### config.mk
export PLATFORM = sky130hd
export DESIGN_NAME = video_pattern_gen
export DESIGN_NICKNAME = d
export VERILOG_FILES = /design/src/rtl/video_pattern_gen.sv
export SDC_FILE = /design/constraint.sdc
export NUM_CORES = 1
export LEC_CHECK = 0
export ABC_AREA = 1
export BUFFER_PORTS_ARGS = -buffer_cell sky130_fd_sc_hd__buf_2
export CORE_ASPECT_RATIO = 0.9
export CORE_MARGIN = 2
export CORE_UTILIZATION = 58
export DETAILED_ROUTE_END_ITERATION = 16
export GPL_ROUTABILITY_DRIVEN = 1
export HOLD_SLACK_MARGIN = 0.03
export PLACE_DENSITY = 0.77
export SLEW_MARGIN = 10
export SYNTH_ARGS = -nofsm -noshare
export SYNTH_HDL_FRONTEND = slang
export SYNTH_SLANG_ARGS = --single-unit
### constraint.sdc
create_clock -name pclk -period 3.1 [get_ports pclk]
set_input_delay 0.31 -clock pclk [delete_from_list [all_inputs] [get_ports pclk]]
set_output_delay 0.31 -clock pclk [all_outputs]
set_load 0.02 [all_outputs]
### src/rtl/video_pattern_gen.sv
// video_pattern_gen: self-timed raster source with four
// run-time selectable test patterns and a completed-frame counter.
module video_pattern_gen #(
   parameter int DSIZE    = 24,
   parameter int H_ACTIVE = 1920,
   parameter int H_FP     = 88,
   parameter int H_SYNC   = 44,
   parameter int H_BP     = 148,
   parameter int V_ACTIVE = 1080,
   parameter int V_FP     = 4,
   parameter int V_SYNC   = 5,
   parameter int V_BP     = 36
) (
   input  logic             pclk,
   input  logic             prst,
   input  logic             enable,
   input  logic [1:0]       pattern,
   input  logic [DSIZE-1:0] solid_color,
   output logic             vsync,
   output logic             hsync,
   output logic             de,
   output logic [DSIZE-1:0] data,
   output logic [15:0]      frame_cnt,
   output logic [15:0]      vactive,
   output logic [15:0]      hactive
);

   localparam int CW      = DSIZE / 3;
   localparam int H_TOTAL = H_SYNC + H_BP + H_ACTIVE + H_FP;
   localparam int V_TOTAL = V_SYNC + V_BP + V_ACTIVE + V_FP;

   localparam logic [15:0] H_LAST   = 16'(H_TOTAL - 1);
   localparam logic [15:0] V_LAST   = 16'(V_TOTAL - 1);
   localparam logic [15:0] H_SYNC_W = 16'(H_SYNC);
   localparam logic [15:0] V_SYNC_W = 16'(V_SYNC);
   localparam logic [15:0] H_START  = 16'(H_SYNC + H_BP);
   localparam logic [15:0] H_END    = 16'(H_SYNC + H_BP + H_ACTIVE);
   localparam logic [15:0] V_START  = 16'(V_SYNC + V_BP);
   localparam logic [15:0] V_END    = 16'(V_SYNC + V_BP + V_ACTIVE);
   localparam logic [15:0] BAR_LAST = 16'(H_ACTIVE / 8 - 1);

   localparam logic [0:0] ST_IDLE = 1'b0;
   localparam logic [0:0] ST_RUN  = 1'b1;

   logic [0:0]       r_state;
   logic [15:0]      r_hcnt;
   logic [15:0]      r_vcnt;
   logic [2:0]       r_bar;
   logic [15:0]      r_bar_sub;
   logic [1:0]       r_pat;
   logic [DSIZE-1:0] r_solid;
   logic [15:0]      r_frame_cnt;
   logic             r_vsync;
   logic             r_hsync;
   logic             r_de;
   logic [DSIZE-1:0] r_data;

   logic             w_run;
   logic             w_start;
   logic             w_h_last;
   logic             w_v_last;
   logic             w_frame_end;
   logic             w_latch;
   logic [15:0]      w_hcnt_nxt;
   logic [15:0]      w_vcnt_nxt;
   logic [15:0]      w_px;
   logic [15:0]      w_ln;
   logic             w_in_h;
   logic             w_in_v;
   logic             w_de;
   logic [CW-1:0]    w_ramp;
   logic [DSIZE-1:0] w_pix;

   assign w_run       = (r_state == ST_RUN);
   assign w_start     = (r_state == ST_IDLE) & enable;
   assign w_h_last    = (r_hcnt == H_LAST);
   assign w_v_last    = (r_vcnt == V_LAST);
   assign w_frame_end = w_run & w_h_last & w_v_last;
   assign w_latch     = w_start |
                        (w_run & (r_hcnt == 16'd0) & (r_vcnt == 16'd0));

   assign w_hcnt_nxt = w_h_last ? 16'd0 : r_hcnt + 16'd1;
   assign w_vcnt_nxt = !w_h_last ? r_vcnt :
                       (w_v_last ? 16'd0 : r_vcnt + 16'd1);

   assign w_px   = r_hcnt - H_START;
   assign w_ln   = r_vcnt - V_START;
   assign w_in_h = (r_hcnt >= H_START) & (r_hcnt < H_END);
   assign w_in_v = (r_vcnt >= V_START) & (r_vcnt < V_END);
   assign w_de   = w_run & w_in_h & w_in_v;
   assign w_ramp = CW'(w_px) + CW'(w_ln);

   // Run/idle control; a stop only takes effect on a frame's last clock
   always_ff @(posedge pclk) begin
      if (prst) begin
         r_state <= ST_IDLE;
         r_hcnt  <= 16'd0;
         r_vcnt  <= 16'd0;
      end else begin
         case (r_state)
            ST_IDLE: begin
               r_hcnt <= 16'd0;
               r_vcnt <= 16'd0;
               if (enable)
                  r_state <= ST_RUN;
            end
            default: begin
               r_hcnt <= w_hcnt_nxt;
               r_vcnt <= w_vcnt_nxt;
               if (w_frame_end && !enable)
                  r_state <= ST_IDLE;
            end
         endcase
      end
   end

   // Bar index tracked alongside hcnt so no divider is needed
   always_ff @(posedge pclk) begin
      if (prst || !w_run) begin
         r_bar     <= 3'd0;
         r_bar_sub <= 16'd0;
      end else if (w_hcnt_nxt == H_START) begin
         r_bar     <= 3'd0;
         r_bar_sub <= 16'd0;
      end else if (r_bar_sub == BAR_LAST) begin
         r_bar     <= r_bar + 3'd1;
         r_bar_sub <= 16'd0;
      end else begin
         r_bar_sub <= r_bar_sub + 16'd1;
      end
   end

   // Per-frame shadow of the pattern controls
   always_ff @(posedge pclk) begin
      if (prst) begin
         r_pat   <= 2'd0;
         r_solid <= '0;
      end else if (w_latch) begin
         r_pat   <= pattern;
         r_solid <= solid_color;
      end
   end

   // Completed-frame counter, cleared only by reset
   always_ff @(posedge pclk) begin
      if (prst)
         r_frame_cnt <= 16'd0;
      else if (w_frame_end)
         r_frame_cnt <= r_frame_cnt + 16'd1;
   end

   // Pixel value for the current position and latched pattern
   always_comb begin
      w_pix = '0;
      unique case (r_pat)
         2'd0: w_pix = DSIZE'({w_ln, w_px});
         2'd1: w_pix = {{CW{~r_bar[1]}},
                        {CW{~r_bar[2]}},
                        {CW{~r_bar[0]}}};
         2'd2: w_pix = {3{w_ramp}};
         default: w_pix = r_solid;
      endcase
   end

   // Registered sync, enable and data outputs
   always_ff @(posedge pclk) begin
      if (prst || !w_run) begin
         r_vsync <= 1'b0;
         r_hsync <= 1'b0;
         r_de    <= 1'b0;
         r_data  <= '0;
      end else begin
         r_vsync <= (r_vcnt < V_SYNC_W);
         r_hsync <= (r_hcnt < H_SYNC_W);
         r_de    <= w_de;
         r_data  <= w_de ? w_pix : '0;
      end
   end

   assign vsync     = r_vsync;
   assign hsync     = r_hsync;
   assign de        = r_de;
   assign data      = r_data;
   assign frame_cnt = r_frame_cnt;
   assign vactive   = 16'(V_ACTIVE);
   assign hactive   = 16'(H_ACTIVE);

endmodule

==> results.txt, run 1 <==
----------------------------------------------------
[Synth]
  Cell type with the highest aggregate area in the netlist ... sky130_fd_sc_hd__dfxtp_1
  Top post-synthesis cells by area ... sky130_fd_sc_hd__dfxtp_1, sky130_fd_sc_hd__nand2_1, sky130_fd_sc_hd__nor2_1
  Proportion of synthesized flip-flops having asynchronous set or reset ... 0%
  Synth Instances ... 1,016
  Netlist area before placement ... 6910 um2
  Number of register bits inferred by synthesis ... 121
  Count of distinct cell types in the synthesized netlist ... 50
  Fraction of post-synthesis cell area in the top cell type by area ... 35.0%
  Top flip-flop cell by instance count after synthesis ... sky130_fd_sc_hd__dfxtp_1
  Synth Warn # ... 0
  Post-Syn Area per Cell ... 6.81 um2
  Register area share after synthesis ... 35.0%
  Count of flip-flops with a built-in enable after synthesis ... 0

[Clocking]
  CTS tree ... yes
  Clock tree buffer depth ... 2
  Num Clock Sinks ... 121
  Number of setup buffers added after CTS ... 0
  Root cell of the clock tree ... sky130_fd_sc_hd__clkbuf_16
  Number of hold buffers added after CTS ... 0
  Clk Latency, worst-skew pair ... 0.41 ns
  Clock-pin transition on the worst setup and hold timing paths ... 0.06 ns
  Count of H-tree levels built during CTS ... 4
  Number of gates given a new drive strength after cts ... 0
  Clock buffer count from CTS ... 17

[Global routing]
  Total congestion overflow ... 0
  Global-route wire length before repair ... 29.4 mm
  Largest net degree at the start of global routing ... 28
  Initial antenna violation count ... 0
  Vias in the first global route ... 6,049
  GRT Total Usage ... 28.9%

[Setup path]
  Reg2reg end ... data[15]
  Sort of element at the end of the critical path ... register
  Origin of the worst setup path ... r_vcnt[0]
  Master of the slowest instance on the critical path ... sky130_fd_sc_hd__dfxtp_1
  Required time of the critical path ... 3.44 ns
  Reg-to-reg startpoint ... r_vcnt[0]
  CP peak stage delay ... 0.43 ns
  Flop-to-flop setup slack ... 0.54 ns
  Critical Path AT ... 2.90 ns
  Element type at the critical path start ... register
  Register-to-Register Path Depth ... 16
  Crit-path max FO ... 7
  Endpoint of the worst setup timing path ... data[15]
  CP Cell Sequence ... inv_1, ha_1, nand2_1, nand2_1, nand2_1, nand2_1, xor2_1, ha_1, nand2_1, inv_1, nand2_1, nand2_1, a31oi_1, nand3b_1, nand3_1, a21oi_1
  Type of the setup path with the least slack ... register to register
  Library cell appearing most often on the critical path ... sky130_fd_sc_hd__nand2_1

[Final layout]
  Most common cell after layout, fill and taps aside ... sky130_fd_sc_hd__nand2_1
  Most frequent cells in the layout ... sky130_fd_sc_hd__nand2_1, sky130_fd_sc_hd__nor2_1, sky130_fd_sc_hd__dfxtp_1, sky130_fd_sc_hd__inv_1, sky130_fd_sc_hd__buf_2
  P&R area growth vs syn ... 12.9%
  Antenna fix cells ... 0
  Register area ... 2420 um2
  Fill cell count ... 1,023
  Nets ... 1,131
  Combined area of the multi-input logic cells ... 3710 um2
  Fraction of layout instances using a drive strength above 1 ... 14.3%
  Count of placed standard cells in the final layout, fillers left out ... 1,249

[Floorplan]
  Width of the die ... 119 um
  Total I/O pin count ... 104
  Placeable core region ... 11,500 um2
  Die area ... 12,800 um2
  Initial core utilization ... 60.0%
  Std cell rows ... 37
  Vertical die dimension ... 108 um

[Power]
  Combinational group share of total power ... 7.8%
  Worst-case vdd ir drop ... 0.434 mV
  Sequential share of power ... 41.0%
  Power density relative to cell area ... 511 nW/um2
  Standby leakage power ... 3.54 nW
  Net switching fraction of the power ... 24.9%
  Power spent charging and discharging nets ... 991 uW
  Clk pwr share ... 51.2%
  Cell-internal power ... 3.00 mW

[Routing]
  Metal-1 WL ... 7.90 mm
  Wire length on met2 ... 8.15 mm
  Sum of met3 wire segment lengths after detailed routing ... 1.36 mm
  Post-detailed-route wirelength per cell ... 14.3 um
  Total routed wirelength ... 17.8 mm
  Remaining antenna violation count ... 0
  Highest routing layer actually used ... met4
  DRC errors left ... 0
  Vias/cell ... 5.34
  First-pass DRT Iterations ... 6
  Via count ... 6,669
  Drt initial violations ... 595

[Timing]
  Time the worst path needs with I/O delays and setup ... 2.56 ns
  Peak clock frequency supported by timing ... 0.391 GHz
  Setup skew after layout ... 0.0125 ns
  Setup repair after global routing missed its margin ... false
  Max Transition Viols Final ... 0
  Setup TNS ... 0 ns
  Transition at the pin with the smallest max-transition slack ... 0.577 ns
  Endpoints failing setup ... 0
  Max-slew headroom ... 61.2%
  Hold Violations, Final ... 0
  Final clock period utilization by the worst path ... 82.5%

[Place]
  HPWL after detailed placement ... 12.9 mm
  GP Congestion ... 0.964
  # placed instances ... 1,217
  Count of buffers from port buffering ... 71

[Run status]
  Outcome ... finished, final reports clean

[Run]
  Max-Cap Viols ... 0

[Hold path]
  Hold Path Class ... primary input to register

----------------------------------------------------
## power by group through the flow
stage / combinational, mW / clock, mW / sequential (mW)
CTS: 0.304 / 2.07 / 1.63
finish: 0.310 / 2.04 / 1.64
global route: 0.341 / 2.14 / 1.64
detailed placement: 0.300 / 0 / 1.67
floorplan: 0.256 / 0 / 1.65
global placement: 0.298 / 0 / 1.67
## sequential cells by signal (all words and copies together), names as in the netlist
signal and flops:
vsync 1, r_bar_sub 16, r_vcnt 16, r_hcnt 16, de 1, r_solid 24
frame_cnt 16, hsync 1, r_state 1, r_bar 3, r_pat 2, data 24
## worst max-delay path: cells and delay by family (launching register included)
kind	cells	cell delay, ns
AOI/OAI and AO/OA	2	0.34
xor gates and xnor gates	1	0.17
adders and majority gates	2	0.58
buffers and inverters	2	0.21
DFF	1	0.43
and+or+nand+nor	9	0.76
## routing by layer
| metal | vias to the layer above | global-route usage (%) |
|---|---|---|
| met5 | - | 0 |
| met4 | 0 | 9.95 |
| li1 | 3318 | - |
| met1 | 3045 | 38.4 |
| met2 | 267 | 46.9 |
| met3 | 39 | 5.99 |
## logic make-up (layout without fill, tap and decap cells)
family | after synthesis | after routing | share of synthesized area, %
AO/OA/AOI/OAI | 127 | 127 | 10.1
XOR/XNOR | 36 | 36 | 4.56
adder cells (fa/ha/maj) | 22 | 22 | 4.09
buffers and inverters | 184 | 231 | 12.9
flip-flops | 121 | 121 | 35.0
multiplexers | 1 | 1 | 0.163
other | 2 | 32 | 0.109
AND/OR/NAND/NOR | 523 | 523 | 33.1
## worst min path at each step
stage | startpoint | endpoint | slack (ns) | cells past startpoint
CTS | pattern[1] | r_pat[1] | 0.11 | 3
global placement | r_bar_sub[0] | r_bar_sub[0] | 0.43 | 1
detailed placement | r_bar_sub[0] | r_bar_sub[0] | 0.45 | 1
finish | solid_color[14] | r_solid[14] | 0.12 | 3
global route | pattern[1] | r_pat[1] | 0.12 | 3
floorplan | r_bar_sub[0] | r_bar_sub[0] | 0.42 | 1
## synthesized netlist by cell type (2+ instances only)
cell type,count
sky130_fd_sc_hd__a41oi_1,3
sky130_fd_sc_hd__nor4_1,9
sky130_fd_sc_hd__a21oi_1,43
sky130_fd_sc_hd__conb_1,2
sky130_fd_sc_hd__or2_2,2
sky130_fd_sc_hd__clkbuf_2,2
sky130_fd_sc_hd__dfxtp_1,121
sky130_fd_sc_hd__a31oi_1,2
sky130_fd_sc_hd__buf_6,5
sky130_fd_sc_hd__nand3_4,2
sky130_fd_sc_hd__xnor2_1,6
sky130_fd_sc_hd__a211oi_1,3
sky130_fd_sc_hd__nand2_1,196
sky130_fd_sc_hd__nand3_1,57
sky130_fd_sc_hd__o21ai_0,58
sky130_fd_sc_hd__nand3b_1,2
sky130_fd_sc_hd__inv_1,111
sky130_fd_sc_hd__buf_4,36
sky130_fd_sc_hd__nand4_1,18
sky130_fd_sc_hd__inv_2,10
sky130_fd_sc_hd__nor2_1,181
sky130_fd_sc_hd__nor3_1,24
sky130_fd_sc_hd__o21a_1,3
sky130_fd_sc_hd__nand3_2,4
sky130_fd_sc_hd__nor2_2,18
sky130_fd_sc_hd__clkbuf_1,8
sky130_fd_sc_hd__nand2_2,4
sky130_fd_sc_hd__ha_1,21
sky130_fd_sc_hd__o21ai_1,3
sky130_fd_sc_hd__o22ai_1,4
sky130_fd_sc_hd__xor2_1,30
sky130_fd_sc_hd__nor3_2,2
sky130_fd_sc_hd__buf_2,9
## layout make-up
cell class	instances	share of cell area [%]
Tap cell	156	2.50
Timing Repair Buffer	76	5.03
Clock inverter	13	2.13
Inverter	123	5.93
Clock buffer	19	5.80
Sequential cell	121	31.0
Multi-Input combinational cell	741	47.6
## stage by stage
step / hold WS [ns] / instance area (um2) / util [%] / setup WS (ns) / total power, mW
3_5_place_dp: 0.445 / 7190 / 62.4 / 0.578 / 1.96
2_1_floorplan: 0.418 / 7030 / - / 0.889 / 1.91
6_report: 0.118 / 7810 / 67.7 / 0.543 / 3.99
5_1_grt: 0.119 / 7810 / 67.7 / 0.262 / 4.12
3_3_place_gp: 0.430 / 7190 / 62.4 / 0.685 / 1.96
4_1_cts: 0.112 / 7810 / 67.7 / 0.562 / 4.00
Note: power is estimated with default switching activity, not from simulation.
==> run 2, diff against run 1 <==
--- a/config.mk
+++ b/config.mk
@@ -5,15 +5,15 @@
 export SDC_FILE = /design/constraint.sdc
 export NUM_CORES = 1
 export LEC_CHECK = 0
-export ABC_AREA = 1
+export ABC_AREA = 0
 export BUFFER_PORTS_ARGS = -buffer_cell sky130_fd_sc_hd__buf_2
 export CORE_ASPECT_RATIO = 0.9
 export CORE_MARGIN = 2
-export CORE_UTILIZATION = 58
+export CORE_UTILIZATION = 57
 export DETAILED_ROUTE_END_ITERATION = 16
 export GPL_ROUTABILITY_DRIVEN = 1
 export HOLD_SLACK_MARGIN = 0.03
-export PLACE_DENSITY = 0.77
+export PLACE_DENSITY = 0.76
 export SLEW_MARGIN = 10
 export SYNTH_ARGS = -nofsm -noshare
 export SYNTH_HDL_FRONTEND = slang
==> constraint.sdc (replaced) <==
create_clock -name pclk -period 2.44 [get_ports pclk]
set_input_delay 0.244 -clock pclk [delete_from_list [all_inputs] [get_ports pclk]]
set_output_delay 0.244 -clock pclk [all_outputs]
set_load 0.02 [all_outputs]
==> run 2 against run 1 <==
Net effect:
- the flow now finishes with violations (setup timing)
- core utilization increased by 8.9 points
- via count decreased by 4.0%
- worst hold slack got worse by 0.062 ns
- highest routed layer unchanged
- combinational power increased by 40%
- die area decreased by 4.7%
- global-route usage increased by 1.6 points
==> results.txt, run 2 <==
----------------------------------------------------
[Clocking]
  Clock tree buffer depth ... 2
  Clk Latency, worst-skew pair ... 0.42 ns
  CTS tree ... yes
  Clock buffer count from CTS ... 17
  Number of hold buffers added after CTS ... 0
  Num Clock Sinks ... 121
  Root cell of the clock tree ... sky130_fd_sc_hd__clkbuf_16
  Clock-pin transition on the worst setup and hold timing paths ... 0.06 ns
  Count of H-tree levels built during CTS ... 4

[Final layout]
  Fraction of layout instances using a drive strength above 1 ... 28.9%
  Most common cell after layout, fill and taps aside ... sky130_fd_sc_hd__nor2_1
  Antenna fix cells ... 0
  Fill cell count ... 728
  Final Instance Area ... 8390 um2
  Nets ... 957
  Most frequent cells in the layout ... sky130_fd_sc_hd__nor2_1, sky130_fd_sc_hd__dfxtp_1, sky130_fd_sc_hd__buf_4, sky130_fd_sc_hd__buf_2, sky130_fd_sc_hd__nand2_1
  P&R area growth vs syn ... 29.7%

[Timing]
  Max Transition Viols Final ... 0
  Peak clock frequency supported by timing ... 0.374 GHz
  Time the worst path needs with I/O delays and setup ... 2.67 ns
  Final clock period utilization by the worst path ... 110%
  Smallest hold slack ... 0.0557 ns
  Setup TNS ... -1.48 ns
  Setup skew after layout ... 0.00729 ns
  PnR worst setup slack ... -0.234 ns
  Max-slew headroom ... 52.2%
  Endpoints failing setup ... 22
  Transition at the pin with the smallest max-transition slack ... 0.710 ns
  Setup repair after global routing missed its margin ... true
  Hold Violations, Final ... 0

[Synth]
  Count leader, synth ... sky130_fd_sc_hd__dfxtp_1
  Synth Warn # ... 0
  Cell type with the highest aggregate area in the netlist ... sky130_fd_sc_hd__dfxtp_1
  Count of distinct cell types in the synthesized netlist ... 70
  Proportion of synthesized flip-flops having asynchronous set or reset ... 0%
  Number of register bits inferred by synthesis ... 121
  Top flip-flop cell by instance count after synthesis ... sky130_fd_sc_hd__dfxtp_1
  Post-Syn Area per Cell ... 8.40 um2
  Top post-synthesis cells by area ... sky130_fd_sc_hd__dfxtp_1, sky130_fd_sc_hd__nor2_1, sky130_fd_sc_hd__xor2_1
  Post-synth top cells ... sky130_fd_sc_hd__dfxtp_1, sky130_fd_sc_hd__nor2_1, sky130_fd_sc_hd__nand2_1
  Synth Instances ... 770
  Count of flip-flops with a built-in enable after synthesis ... 0
  Netlist area before placement ... 6460 um2
  Register area share after synthesis ... 37.5%
  Fraction of post-synthesis cell area in the top cell type by area ... 37.5%

[Global routing]
  Vias in the first global route ... 5,953
  GRT Total Usage ... 30.4%
  Initial antenna violation count ... 0
  Largest net degree at the start of global routing ... 46
  Total congestion overflow ... 0
  Global-route wire length before repair ... 29.4 mm

[Setup path]
  Origin of the worst setup path ... r_vcnt[0]
  CP peak stage delay ... 0.35 ns
  Element type at the critical path start ... register
  Crit-path max FO ... 5
  Library cell appearing most often on the critical path ... sky130_fd_sc_hd__ha_4
  Cell type group with the largest total delay on the critical path ... compound AO/OA/AOI/OAI gates
  Type of the setup path with the least slack ... register to register
  Worst path buffer plus inverter count ... 1
  Register-to-Register Path Depth ... 13
  Reg-to-reg startpoint ... r_vcnt[0]
  CP Cell Sequence ... inv_1, ha_4, nand2b_4, a21oi_1, nor2b_1, xnor2_2, ha_4, o211ai_1, nand2_1, o32a_1, nand3_1, xor2_1, a211oi_2
  Required time of the critical path ... 2.74 ns
  Critical Path AT ... 2.97 ns
  Sort of element at the end of the critical path ... register
  Master of the slowest instance on the critical path ... sky130_fd_sc_hd__o32a_1
  Number of logic stages on the critical path including buffering ... 13

[Floorplan]
  Initial core utilization ... 59.1%
  Std cell rows ... 36
  Placeable core region ... 10,900 um2
  Vertical die dimension ... 105 um
  Total I/O pin count ... 104
  Die area ... 12,200 um2
  Width of the die ... 116 um

[Power]
  Power density relative to cell area ... 605 nW/um2
  Total Power ... 5.08 mW
  Worst-case vdd ir drop ... 0.489 mV
  Standby leakage power ... 3.57 nW

[Place]
  Count of buffers from port buffering ... 71
  HPWL after detailed placement ... 11.9 mm
  Post-place instance area ... 7230 um2
  GP Congestion ... 1.01
  Post-Place Worst Slack ... -0.351 ns

[Routing]
  Post-detailed-route wirelength per cell ... 18.2 um
  Remaining antenna violation count ... 0
  DRC errors left ... 0
  First-pass DRT Iterations ... 5
  Vias/cell ... 5.98
  Via count ... 6,401
  Total routed wirelength ... 19.4 mm
  Drt initial violations ... 691

[Hold path]
  Startpoint of the worst hold path ... solid_color[1]
  Hold Path Class ... primary input to register
  Worst hold path cell count ... 3

[Run]
  Max-Cap Viols ... 0

[Run status]
  Outcome ... finished with violations
  Failing checks ... setup timing

----------------------------------------------------
[run 2: worst min-delay path: cells and delay by family]
family | cells | cell delay (ns)
AND/OR/NAND/NOR | 1 | 0.07
multiplexers | 1 | 0.05
buffers and inverters | 1 | 0.07
[run 2: path summary, 6_finish.rpt]
path | to | slack [ns]
setup / recovery | data[23] | -0.23
hold / removal | r_solid[1] | 0.06
setup reg to reg | data[23] | -0.23
hold reg to reg | r_bar_sub[0] | 0.43
[run 2: where the power goes]
part / internal, mW / switching [mW]
combinational: 0.158 / 0.277
clock: 1.66 / 0.923
sequential: 2.02 / 0.0386
total: 3.84 / 1.24
[run 2: timing repair]
item	CTS	global route
cloned	2	1
pin swaps	15	15
gates resized for setup	32	36
endpoints found under the setup margin	51	74
buffers inserted	9	9
[run 2: layout make-up]
type	instances	area, um2	share of cell area (%)
clock buffers	21	460	5.49
repair buffers	158	1020	12.2
flip-flops and latches	121	2430	29.0
inverters	21	78.8	0.940
clock inverters	11	146	1.75
multi-input cells	587	4050	48.3
well taps	152	190	2.27
[run 2: cells by family after synthesis]
group | share of synthesized area, %
AO/OA/AOI/OAI | 11.5
multiplexers | 4.68
AND/OR/NAND/NOR | 25.0
other | 0.116
XOR/XNOR | 8.94
adder cells (fa/ha/maj) | 4.37
flip-flops | 37.5
buffers and inverters | 7.92
[run 2: per-stage QoR]
step,cells,util [%]
2_1_floorplan,800,-
3_3_place_gp,1018,66.1
3_5_place_dp,1018,66.1
4_1_cts,1061,74.2
5_1_grt,1071,76.6
6_report,1071,76.6
[run 2: metal layers]
metal / vias up / wire length [um] / global-route usage (%)
li1: 2905 / - / -
met1: 3004 / 7570 / 38.6
met2: 410 / 9410 / 49.7
met3: 82 / 1810 / 8.06
met4: 0 / 653 / 10.6
met5: - / 0 / 0
==> run 3, diff against run 2 <==
--- a/config.mk
+++ b/config.mk
@@ -14,6 +14,7 @@
 export GPL_ROUTABILITY_DRIVEN = 1
 export HOLD_SLACK_MARGIN = 0.03
 export PLACE_DENSITY = 0.76
+export SKIP_LAST_GASP = 1
 export SLEW_MARGIN = 10
 export SYNTH_ARGS = -nofsm -noshare
 export SYNTH_HDL_FRONTEND = slang
==> run 3 against run 2 <==
Net effect:
- the run still ends with setup timing left
- worst hold slack worse by 0.0019 ns
- final cell count stayed put
- critical endpoint is now data[14]
- clock power hardly changed
- flip-flop and latch count stayed put
- total power hardly changed
- critical path depth stayed put
- largest cell class unchanged
- sequential power hardly changed
==> results.txt, run 3 (synthesis results as in run 2) <==
----------------------------------------------------
[Routing]
  First-pass DRT Iterations ... 5
  DRC errors left ... 0
  Remaining antenna violation count ... 0
  Vias/cell ... 5.97
  Via count ... 6,399
  Total routed wirelength ... 19.4 mm
  Post-detailed-route wirelength per cell ... 18.1 um
  Drt initial violations ... 703

[Timing]
  Setup repair after global routing missed its margin ... true
  Max-slew headroom ... 54.8%
  Peak clock frequency supported by timing ... 0.387 GHz
  Endpoints failing setup ... 9
  Max Transition Viols Final ... 0
  Final clock period utilization by the worst path ... 106%
  Hold Violations, Final ... 0
  Transition at the pin with the smallest max-transition slack ... 0.678 ns
  Time the worst path needs with I/O delays and setup ... 2.59 ns
  PnR worst setup slack ... -0.147 ns
  Setup skew after layout ... 0.00749 ns
  Setup TNS ... -0.724 ns

[Global routing]
  Vias in the first global route ... 5,956
  Global-route wire length before repair ... 29.3 mm
  Most used routing layer ... met2
  Global routing met2 resource utilization ... 49.7%
  Met3 demand-to-capacity share in global routing ... 8.00%
  Total congestion overflow ... 0
  Met1 Resource Use GR ... 38.5%
  Initial antenna violation count ... 0
  Largest net degree at the start of global routing ... 46
  GRT Total Usage ... 30.4%

[Power]
  Standby leakage power ... 3.57 nW
  Power density relative to cell area ... 606 nW/um2
  Combinational group share of total power ... 8.4%
  Net switching fraction of the power ... 24.4%
  Cell-internal power ... 3.83 mW
  Sequential share of power ... 40.6%
  Total Power ... 5.07 mW
  Worst-case vdd ir drop ... 0.480 mV
  Power spent charging and discharging nets ... 1.24 mW
  Clk pwr share ... 50.9%

[Floorplan]
  Std cell rows ... 36
  Placeable core region ... 10,900 um2
  Width of the die ... 116 um
  Initial core utilization ... 59.1%
  Die area ... 12,200 um2
  Total I/O pin count ... 104
  Vertical die dimension ... 105 um

[Place]
  Count of buffers from port buffering ... 71
  GP Congestion ... 1.01
  Post-Place Worst Slack ... -0.351 ns
  HPWL after detailed placement ... 11.9 mm

[Setup path]
  CP Cell Sequence ... inv_2, ha_4, nand2b_4, buf_4, nand2_1, ha_1, nor2b_1, o21a_1, buf_4, o211ai_1, o311ai_2, buf_4, o221a_2
  Type of the setup path with the least slack ... register to register
  Library cell appearing most often on the critical path ... sky130_fd_sc_hd__buf_4
  Crit-path max FO ... 4
  Cell type group with the largest total delay on the critical path ... compound AO/OA/AOI/OAI gates
  Element type at the critical path start ... register
  Critical Path AT ... 2.90 ns
  Master of the slowest instance on the critical path ... sky130_fd_sc_hd__dfxtp_2
  CP peak stage delay ... 0.36 ns
  Worst path buffer plus inverter count ... 4
  Sort of element at the end of the critical path ... register
  Required time of the critical path ... 2.75 ns

[Final layout]
  Nets ... 957
  Fraction of layout instances using a drive strength above 1 ... 28.7%
  Antenna fix cells ... 0
  P&R area growth vs syn ... 29.3%
  Most common cell after layout, fill and taps aside ... sky130_fd_sc_hd__nor2_1
  Most frequent cells in the layout ... sky130_fd_sc_hd__nor2_1, sky130_fd_sc_hd__dfxtp_1, sky130_fd_sc_hd__buf_4, sky130_fd_sc_hd__buf_2, sky130_fd_sc_hd__nand2_1

[Run]
  Max-Cap Viols ... 0

[Clocking]
  Number of hold buffers added after CTS ... 0
  Clk Latency, worst-skew pair ... 0.42 ns
  CTS tree ... yes
  Clock buffer count from CTS ... 17
  Clock-pin transition on the worst setup and hold timing paths ... 0.06 ns
  Num Clock Sinks ... 121
  Root cell of the clock tree ... sky130_fd_sc_hd__clkbuf_16
  Clock tree buffer depth ... 2
  Count of H-tree levels built during CTS ... 4

[Run status]
  Outcome ... finished with violations
  Failing checks ... setup timing

[Hold path]
  Hold Path Class ... primary input to register

----------------------------------------------------
-- run 3: final cells by class --
type	count	area [um2]
Clock buffer	21	460
Clock inverter	11	146
Fill cell	738	2580
Inverter	21	78.8
Multi-Input combinational cell	587	4030
Sequential cell	121	2430
Tap cell	152	190
Timing Repair Buffer	158	1030
-- run 3: layer usage --
layer / share of wire, % / vias up / wire length, um
met5: 0 / - / 0
met4: 3.7 / 0 / 724
met3: 9.4 / 87 / 1820
met2: 48 / 408 / 9260
met1: 39 / 3000 / 7630
li1: - / 2904 / -
-- run 3: stage by stage --
step	instance area [um2]	hold slack [ns]	util (%)	cells
floorplan	6580	0.388	-	800
global placement	7230	0.421	66.1	1018
detailed placement	7230	0.430	66.1	1018
CTS	8120	0.0477	74.2	1061
global route	8360	0.0640	76.4	1071
finish	8360	0.0537	76.4	1071
-- run 3: power groups by stage --
stage / Combinational (mW) / Sequential (mW) / Clock [mW]
final: 0.428 / 2.06 / 2.58
after CTS: 0.397 / 2.06 / 2.59
after floorplan: 0.305 / 2.09 / 0
after global routing: 0.456 / 2.06 / 2.69
after global placement: 0.351 / 2.09 / 0
after detailed placement: 0.363 / 2.09 / 0
-- run 3: repair_timing --
item                       in CTS  in global routing
pin swaps                      15                 17
cloned                          2                  1
resized for setup              31                 34
setup endpoints to repair      51                 75
buffers inserted                9                  9
-- run 3: worst register-to-register path: cells and delay by family, from the launching register on --
| kind | cells | cell delay [ns] |
|---|---|---|
| and+or+nand+nor | 3 | 0.28 |
| buffers and inverters | 4 | 0.52 |
| adders and majority gates | 2 | 0.47 |
| DFF | 1 | 0.36 |
| AOI/OAI and AO/OA | 4 | 0.85 |
-- run 3: path summary, 6_finish.rpt --
kind / startpoint / end / slack (ns) / cells after the start
worst max-delay path: r_vcnt[1] / data[14] / -0.15 / 13
worst min-delay path: solid_color[1] / r_solid[1] / 0.05 / 3
worst max register to register: r_vcnt[1] / data[14] / -0.15 / 13
worst min register to register: r_bar_sub[0] / r_bar_sub[0] / 0.43 / 1
